==> src/rtl/inertial_filter_ctrl.sv <==
// inertial_filter_ctrl: per-channel inertial-delay glitch filter with a runtime threshold.
// Define GLITCH_CNT_EN to add glitch_clr/glitch_cnt, a saturating count of rejected pulses.
module inertial_filter_ctrl #(
   parameter int WIDTH     = 4,
   parameter int CNT_W     = 8,
   parameter int DEF_THR   = 3,
   parameter bit RESET_VAL = 1'b0
) (
   input  logic             clk,
   input  logic             rst_n,
   input  logic [WIDTH-1:0] din,
   input  logic             cfg_valid,
   input  logic [CNT_W-1:0] thr_in,
   output logic             cfg_ready,
   output logic [WIDTH-1:0] dout,
   output logic [WIDTH-1:0] edge_o
`ifdef GLITCH_CNT_EN
   ,
   input  logic             glitch_clr,
   output logic [15:0]      glitch_cnt
`endif
);

   typedef enum logic {ST_STABLE = 1'b0, ST_QUAL = 1'b1} state_t;

   state_t           state_p0 [WIDTH];
   state_t           state_nx [WIDTH];
   logic [CNT_W-1:0] cnt_p0   [WIDTH];
   logic [CNT_W-1:0] cnt_nx   [WIDTH];
   logic [CNT_W-1:0] thr_p0;
   logic [WIDTH-1:0] dout_p0;
   logic [WIDTH-1:0] edge_p0;
   logic [WIDTH-1:0] flip;
   logic [WIDTH-1:0] glitch;
   logic [WIDTH-1:0] is_stable;
   logic             accept;

   function automatic logic [CNT_W-1:0] norm_thr(input logic [CNT_W-1:0] t);
      return (t == '0) ? CNT_W'(1) : t;
   endfunction

   // ">=" rather than "==" so a channel that entered QUAL on the edge where a
   // smaller threshold was loaded still resolves instead of counting on.
   function automatic logic qual_done(input logic [CNT_W-1:0] c, input logic [CNT_W-1:0] t);
      logic [CNT_W:0] nxt;
      nxt = {1'b0, c} + (CNT_W+1)'(1);
      return nxt >= {1'b0, t};
   endfunction

   // ---- stage p0: channel state, counters, outputs, threshold ----
   always_ff @(posedge clk or negedge rst_n) begin
      if (!rst_n) begin
         for (int i = 0; i < WIDTH; i++) begin
            state_p0[i] <= ST_STABLE;
            cnt_p0[i]   <= '0;
         end
         dout_p0 <= {WIDTH{RESET_VAL}};
         edge_p0 <= '0;
         thr_p0  <= CNT_W'(DEF_THR);
      end else begin
         for (int i = 0; i < WIDTH; i++) begin
            state_p0[i] <= state_nx[i];
            cnt_p0[i]   <= cnt_nx[i];
         end
         dout_p0 <= dout_p0 ^ flip;
         edge_p0 <= flip;
         if (accept) thr_p0 <= norm_thr(thr_in);
      end
   end

   always_comb begin
      flip   = '0;
      glitch = '0;
      for (int i = 0; i < WIDTH; i++) begin
         state_nx[i] = state_p0[i];
         cnt_nx[i]   = cnt_p0[i];
         case (state_p0[i])
            ST_STABLE: begin
               if (din[i] != dout_p0[i]) begin
                  if (thr_p0 == CNT_W'(1)) begin
                     flip[i] = 1'b1;
                  end else begin
                     cnt_nx[i]   = CNT_W'(1);
                     state_nx[i] = ST_QUAL;
                  end
               end
            end
            ST_QUAL: begin
               if (din[i] == dout_p0[i]) begin
                  glitch[i]   = 1'b1;
                  cnt_nx[i]   = '0;
                  state_nx[i] = ST_STABLE;
               end else if (qual_done(cnt_p0[i], thr_p0)) begin
                  flip[i]     = 1'b1;
                  cnt_nx[i]   = '0;
                  state_nx[i] = ST_STABLE;
               end else begin
                  cnt_nx[i] = cnt_p0[i] + CNT_W'(1);
               end
            end
            default: begin
               state_nx[i] = ST_STABLE;
               cnt_nx[i]   = '0;
            end
         endcase
      end
   end

   // Threshold may only change while no channel is mid-qualification.
   always_comb begin
      is_stable = '0;
      for (int i = 0; i < WIDTH; i++) begin
         is_stable[i] = (state_p0[i] == ST_STABLE);
      end
      cfg_ready = &is_stable;
      accept    = cfg_valid & cfg_ready;
   end

   assign dout   = dout_p0;
   assign edge_o = edge_p0;

`ifdef GLITCH_CNT_EN
   localparam int POP_W = $clog2(WIDTH + 1);

   function automatic logic [POP_W-1:0] popcount(input logic [WIDTH-1:0] v);
      logic [POP_W-1:0] n;
      n = '0;
      for (int i = 0; i < WIDTH; i++) n = n + POP_W'(v[i]);
      return n;
   endfunction

   function automatic logic [15:0] sat_add16(input logic [15:0] a, input logic [POP_W-1:0] b);
      logic [16:0] s;
      s = {1'b0, a} + 17'(b);
      return s[16] ? 16'hFFFF : s[15:0];
   endfunction

   logic [15:0] glitch_cnt_p0;

   // ---- stage p0: rejected-pulse counter ----
   always_ff @(posedge clk or negedge rst_n) begin
      if (!rst_n) begin
         glitch_cnt_p0 <= '0;
      end else if (glitch_clr) begin
         glitch_cnt_p0 <= '0;
      end else begin
         glitch_cnt_p0 <= sat_add16(glitch_cnt_p0, popcount(glitch));
      end
   end

   assign glitch_cnt = glitch_cnt_p0;
`else
   logic unused_glitch;
   assign unused_glitch = ^glitch;
`endif

endmodule
==> config.mk <==
export PLATFORM = sky130hd
export DESIGN_NAME = inertial_filter_ctrl
export DESIGN_NICKNAME = d
export VERILOG_FILES = /design/src/rtl/inertial_filter_ctrl.sv
export SDC_FILE = /design/constraint.sdc
export NUM_CORES = 1
export LEC_CHECK = 0
export ABC_AREA = 1
export CAP_MARGIN = 20
export CORE_ASPECT_RATIO = 1.1
export CORE_MARGIN = 1
export CORE_UTILIZATION = 45
export DETAILED_ROUTE_END_ITERATION = 12
export HOLD_SLACK_MARGIN = 0.03
export MAX_ROUTING_LAYER = met4
export PLACE_DENSITY = 0.72
export SLEW_MARGIN = 20
export SYNTH_ARGS = -nofsm -noshare
export SYNTH_HDL_FRONTEND = slang
export SYNTH_SLANG_ARGS = --single-unit
==> constraint.sdc <==
create_clock -name clk -period 2.6 [get_ports clk]
set_input_delay 0.52 -clock clk [delete_from_list [all_inputs] [get_ports clk]]
set_output_delay 0.52 -clock clk [all_outputs]
set_load 0.02 [all_outputs]
==> metrics.txt, run 1 <==
GRT Residual Overflow=0; CTS Buf Count=5; global-route wire length before repair=around 13000 µm; drt via density=4.97; Required @ worst endpoint=2.84 ns; FF+latch area=1300 µm²; critical path arrival=about 2.6 ns; drt total wl=7150 µm; Tightest Hold Check Type=input pin to asynchronous set/reset pin; Starting Density=between 40 and 50%; Die H=about 94 µm; FF-to-FF setup slack=0.26 ns; Detailed Route Iter0 Violations=roughly 110; Core ar.=7470 µm²; Antenna Violating Nets Remaining=0; synthesized flop and latch total=52; router iterations before antenna repair=4; H-tree depth=2; element type at the critical path start=register; Syn Nets=485; Final Net Count=slightly above 500; maximum clock frequency=~430 MHz; Worst slew margin=56.5%; final period utilization=89.8%; latest clock arrival within the worst-skew pair=0.31 ns; clock buffer depth=2; Final TNS setup=0 ns; hold_buf cts=0; gpl congestion=0.834; placed cells=562; fill cell total of the finished layout=700; Post-synth EDFFs=0; die footprint=roughly 8100 µm²; unrepaired setup endpoints after global routing=false; Max FO, Critical Path=7; Post-Layout Cell Count=570; root buffer cell=clkbuf_8; max_cap viols=0; routed length per instance=12.5 µm; Period minus WS final=2.34 ns; Primary FF master, synth=dfrtp_1; CTS tree=yes; # IOs=24; worst-case reg-to-reg path depth=16; vias in the first global route=between 2000 and 3000; antenna cells=0; post-synthesis cell type count=33; critical path type=register to register; async set-reset flop share out of synthesis=100%; multi-input logic area=1950 µm²; Worst-path clk slew=0.10 ns; peak supply drop=about 500 µV; reg2reg end=cnt_p0[30]$_DFFE_PN0P_; total global-route track usage=between 20 and 25%; Power Density=881 nW/µm²; crit path from=cnt_p0[24]$_DFFE_PN0P_; post-CTS setup buffer count=0; Netlist Area Pre-Place=3500 µm²; Die W=86.1 µm; leakage=between 2 and 2.5 nW; DRC viols=0; initial antenna violation count=0; PostCTS Resize Cnt=0; synthesized area per cell=8.06 µm²; measured slew at the worst slew-check pin=0.653 ns; P&R area growth vs syn=13.8%; clk sinks=52; largest net degree at the start of global routing=53; Rows=33; IO buf count=23; Final setup viols=0; via count=around 2800; r2r startpoint=cnt_p0[24]$_DFFE_PN0P_; Slew Limit Fails=0; HPWL after DPL=around 5400 µm; sequential share of the synthesized area=37.3%; Critical Path Sink Type=register; CP endpoint=cnt_p0[30]$_DFFE_PN0P_; Yosys warnings=0; status=completed; Syn Inst Count=434; Hold Vio Cnt, Final=0; Layout Skew=0.0103 ns; share of layout cells above drive strength 1=11.6%
-- synth_stat cells (2+ instances only) --
library cell  number  area (µm²)
nand2_1          134         503
dfstp_2            2        52.6
ha_1              36         450
inv_2              7        26.3
a31oi_1            5        31.3
xnor2_1            4        35.0
a21oi_2            5        43.8
inv_1             56         210
a21oi_4            3        48.8
nor2_2             6        37.5
o22ai_1            3        18.8
xor2_1            19         166
nor3_2             2        20.0
dfrtp_1           50        1250
nand2_2            4        25.0
o21ai_0           10        50.1
a21oi_1           15        75.1
nand3_1           23         115
o21ai_2            3        26.3
nand3_2            4        40.0
nor2_1            24        90.1
o21ai_1            8        40.0
-- layer usage --
| layer | track usage [%] | up-vias | part of all wire, % |
|---|---|---|---|
| li1 | - | 1450 | - |
| met2 | 36.2 | 57 | 52 |
| met5 | - | - | 0 |
| met4 | 5.83 | 0 | 1.5 |
| met3 | 3.67 | 9 | 3.1 |
| met1 | 23.5 | 1316 | 44 |
-- through the flow --
step	hold WS (ns)	total power [mW]	area (µm²)	utilization [%]	setup WS, ns
after floorplan	0.224	2.43	3500	-	0.525
after global placement	0.471	2.83	3850	51.5	0.290
after detailed placement	0.481	2.91	3850	51.5	0.226
after CTS	0.348	3.53	3980	53.2	0.159
after global routing	0.379	3.84	3980	53.3	0.0312
final	0.314	3.50	3980	53.3	0.264
-- registers in the layout, summed over array words and instances (netlist names) --
| register | cells |
|---|---|
| edge_o | 4 |
| state_p0 | 4 |
| thr_p0 | 8 |
| cnt_p0 | 32 |
| dout | 4 |
-- critical path, cell delays in order, from the launching register on --
cell and delay, ns:
dfrtp_1 0.44, ha_1 0.24, nand3_1 0.11, xor2_1 0.16, inv_1 0.09, ha_1 0.29
nand2_1 0.09, inv_1 0.04, nand2_1 0.06, nand3_1 0.07, nand2_1 0.06, nand2_1 0.04
nand2_1 0.07, nand2_1 0.09, nor2_2 0.26, nand2_1 0.09, o21ai_1 0.08
-- final cells by class --
cell class                      count  share of cell area, %
Sequential cell                    52                   32.8
Tap cell                          105                   3.30
Clock buffer                        7                   2.42
Timing Repair Buffer               24                   5.85
Inverter                           63                   5.94
Multi-Input combinational cell    318                   49.0
Clock inverter                      1                  0.754
-- placed cells by master, fill, tap and decap left out, types with 2 or more instances in the layout --
master,netlist,layout
nand2_2,4,4
nand3_2,4,4
ha_1,36,36
xor2_1,19,19
nor2_1,24,23
a21oi_2,5,5
nor3_2,2,2
a21oi_4,3,3
nor2_2,6,7
inv_2,7,8
nand3_1,23,23
nand2_1,134,134
clkdlybuf4s50_1,0,22
a31oi_1,5,5
dfrtp_1,50,50
o21ai_0,10,10
xnor2_1,4,4
clkbuf_8,0,7
o22ai_1,3,3
dfstp_2,2,2
inv_1,56,55
o21ai_2,3,3
a21oi_1,15,15
o21ai_1,8,8
-- power breakdown --
part,switching (mW),internal (mW),total (mW)
logic,0.998,0.627,1.63
clock network,0.280,0.340,0.620
registers,0.242,1.02,1.26
total,1.52,1.98,3.50
-- cell families after synthesis --
| group | count (synthesis) | synth area share (%) |
|---|---|---|
| AOI/OAI and AO/OA | 53 | 9.80 |
| buffers and inverters | 64 | 7.08 |
| DFF | 52 | 37.3 |
| xor gates and xnor gates | 24 | 6.22 |
| adders and majority gates | 36 | 12.9 |
| and+or+nand+nor | 205 | 26.8 |
-- worst min path at each step --
stage	startpoint	endpoint	slack (ns)
final	rst_n	cnt_p0[16]$_DFFE_PN0P_	0.31
after detailed placement	thr_p0[1]$_DFFE_PN1P_	thr_p0[1]$_DFFE_PN1P_	0.48
after global routing	rst_n	dout[0]$_DFF_PN0_	0.38
after floorplan	rst_n	cnt_p0[0]$_DFFE_PN0P_	0.22
after global placement	thr_p0[1]$_DFFE_PN1P_	thr_p0[1]$_DFFE_PN1P_	0.47
after CTS	rst_n	cnt_p0[8]$_DFFE_PN0P_	0.35
Power figures use the tool's default switching activity.
==> run 2: changes to the inputs <==
Settings changed: CELL_PAD_IN_SITES_DETAIL_PLACEMENT set to 0, CELL_PAD_IN_SITES_GLOBAL_PLACEMENT set to 1, PLACE_DENSITY 0.72 to 0.89, TNS_END_PERCENT set to 100.
==> metrics.txt, run 2 (synthesis gave the netlist of run 1 again) <==
maximum clock frequency=433 MHz; total global-route track usage=19.4%; drt total wl=between 7000 and 8000 µm; H-tree depth=2; Final TNS setup=0 ns; status=completed; Worst path top cell family by delay=buffers and inverters; largest net degree at the start of global routing=53; Tightest Hold Check Type=input pin to asynchronous set/reset pin; Starting Density=46.8%; clock buffer depth=2; final core occ=53.1%; Largest Register=cnt_p0; Worst slew margin=70.2%; Hold Vio Cnt, Final=0; CTS tree=yes; multi-input logic area=1950 µm²; vias in the first global route=2656; share of layout cells above drive strength 1=around 11%; critical path arrival=1.79 ns; fill cell total of the finished layout=707; Power Density=851 nW/µm²; Place WS=0.173 ns; drt via density=4.89; Final WS setup=roughly 0.29 ns; Max FO, Critical Path=5; via count=2791; Required @ worst endpoint=roughly 2.1 ns; Buf/Inv on CP=1; FF+latch area=1300 µm²; leakage=between 2 and 2.5 nW; worst-case reg-to-reg path depth=13; unrepaired setup endpoints after global routing=false; Core ar.=approximately 7500 µm²; DRC viols=0; die footprint=8130 µm²; Slowest cell on crit path=clkdlybuf4s50_1; CP max stage delay=0.65 ns; commonest cells after routing, fill and taps aside=134 x nand2_1, 56 x inv_1, 50 x dfrtp_1, 36 x ha_1; P&R area growth vs syn=13.4%; Period minus WS final=2.31 ns; Final Net Count=516; measured slew at the worst slew-check pin=between 0.4 and 0.5 ns; peak supply drop=571 µV; Detailed Route Iter0 Violations=83; GRT Residual Overflow=0; clk sinks=52; initial antenna violation count=0; Slew Limit Fails=0; # IOs=24; critical path type=register to output port; Worst-path clk slew=~0.10 ns; final period utilization=around nine tenths; router iterations before antenna repair=4; IO buf count=23; root buffer cell=clkbuf_8; critical path, cell by cell=nor4_4, clkdlybuf4s50_1; number of flip-flops in the largest register=32; Rows=33; Die H=between 90 and 100 µm; CTS Buf Count=5; Stages on worst setup path=2; gpl congestion=0.931; Final setup viols=0; most common cell after layout, fill and taps aside=nand2_1; routed length per instance=between 10 and 15 µm; max_cap viols=0; Die W=approximately 86 µm; antenna cells=0; Layout Skew=0.00850 ns; global-route wire length before repair=12000 µm; Critical Path Sink Type=output port; Antenna Violating Nets Remaining=0; biggest regs=cnt_p0 x32, thr_p0 x8; element type at the critical path start=register; latest clock arrival within the worst-skew pair=0.31 ns; HPWL after DPL=5260 µm
run 2: worst reg2reg max path: cells and delay by family (launching register included):
kind / cells / cell delay, ns
flip-flops: 1 / 0.43
adder cells (fa/ha/maj): 2 / 0.52
AO/OA/AOI/OAI: 1 / 0.18
XOR/XNOR: 1 / 0.21
buffers and inverters: 1 / 0.17
AND/OR/NAND/NOR: 8 / 0.74
run 2: layer usage:
layer,track usage [%],vias to the layer above,routed length [µm]
met5,-,-,0
met4,6.94,0,112
met3,2.88,10,161
met2,31.2,33,3340
met1,25.1,1300,3400
li1,-,1448,-
run 2: final cells by class:
type | instances | share of cell area [%]
timing repair buffer | 25 | 6.37
inverter | 63 | 5.96
tap | 105 | 3.31
sequential | 52 | 32.8
clock buffer | 8 | 2.27
multi-input combinational | 318 | 49.2
run 2: stage by stage:
step / cells / total power [mW] / hold slack, ns / cell area (µm²)
floorplan: 434 / 2.43 / 0.224 / 3500
global placement: 563 / 2.87 / 0.471 / 3870
detailed placement: 563 / 2.91 / 0.472 / 3870
CTS: 571 / 3.41 / 0.203 / 3960
global route: 571 / 3.71 / 0.219 / 3970
finish: 571 / 3.38 / 0.189 / 3970
run 2: path summary, 6_finish.rpt:
check,start,to,slack [ns]
hold / removal,rst_n,cnt_p0[13]$_DFFE_PN0P_,0.19
max in group asynchronous,rst_n,thr_p0[0]$_DFFE_PN1P_,2.12
hold reg to reg,thr_p0[1]$_DFFE_PN1P_,thr_p0[1]$_DFFE_PN1P_,0.49
min in group clk,thr_p0[1]$_DFFE_PN1P_,thr_p0[1]$_DFFE_PN1P_,0.49
setup / recovery,state_p0[2]$_DFF_PN0_,cfg_ready,0.29
setup reg to reg,cnt_p0[16]$_DFFE_PN0P_,cnt_p0[18]$_DFFE_PN0P_,0.31
run 2: what timing repair did:
item	in CTS	in global routing
endpoints found under the setup margin	0	7
setup buffers	0	0
gates resized for setup	0	2
hold buffers	0	0
run 2: power breakdown:
part           internal [mW]  switching (mW)  total (mW)
Clock                  0.218           0.271       0.489
Sequential              1.02           0.236        1.25
Combinational          0.637           0.998        1.63
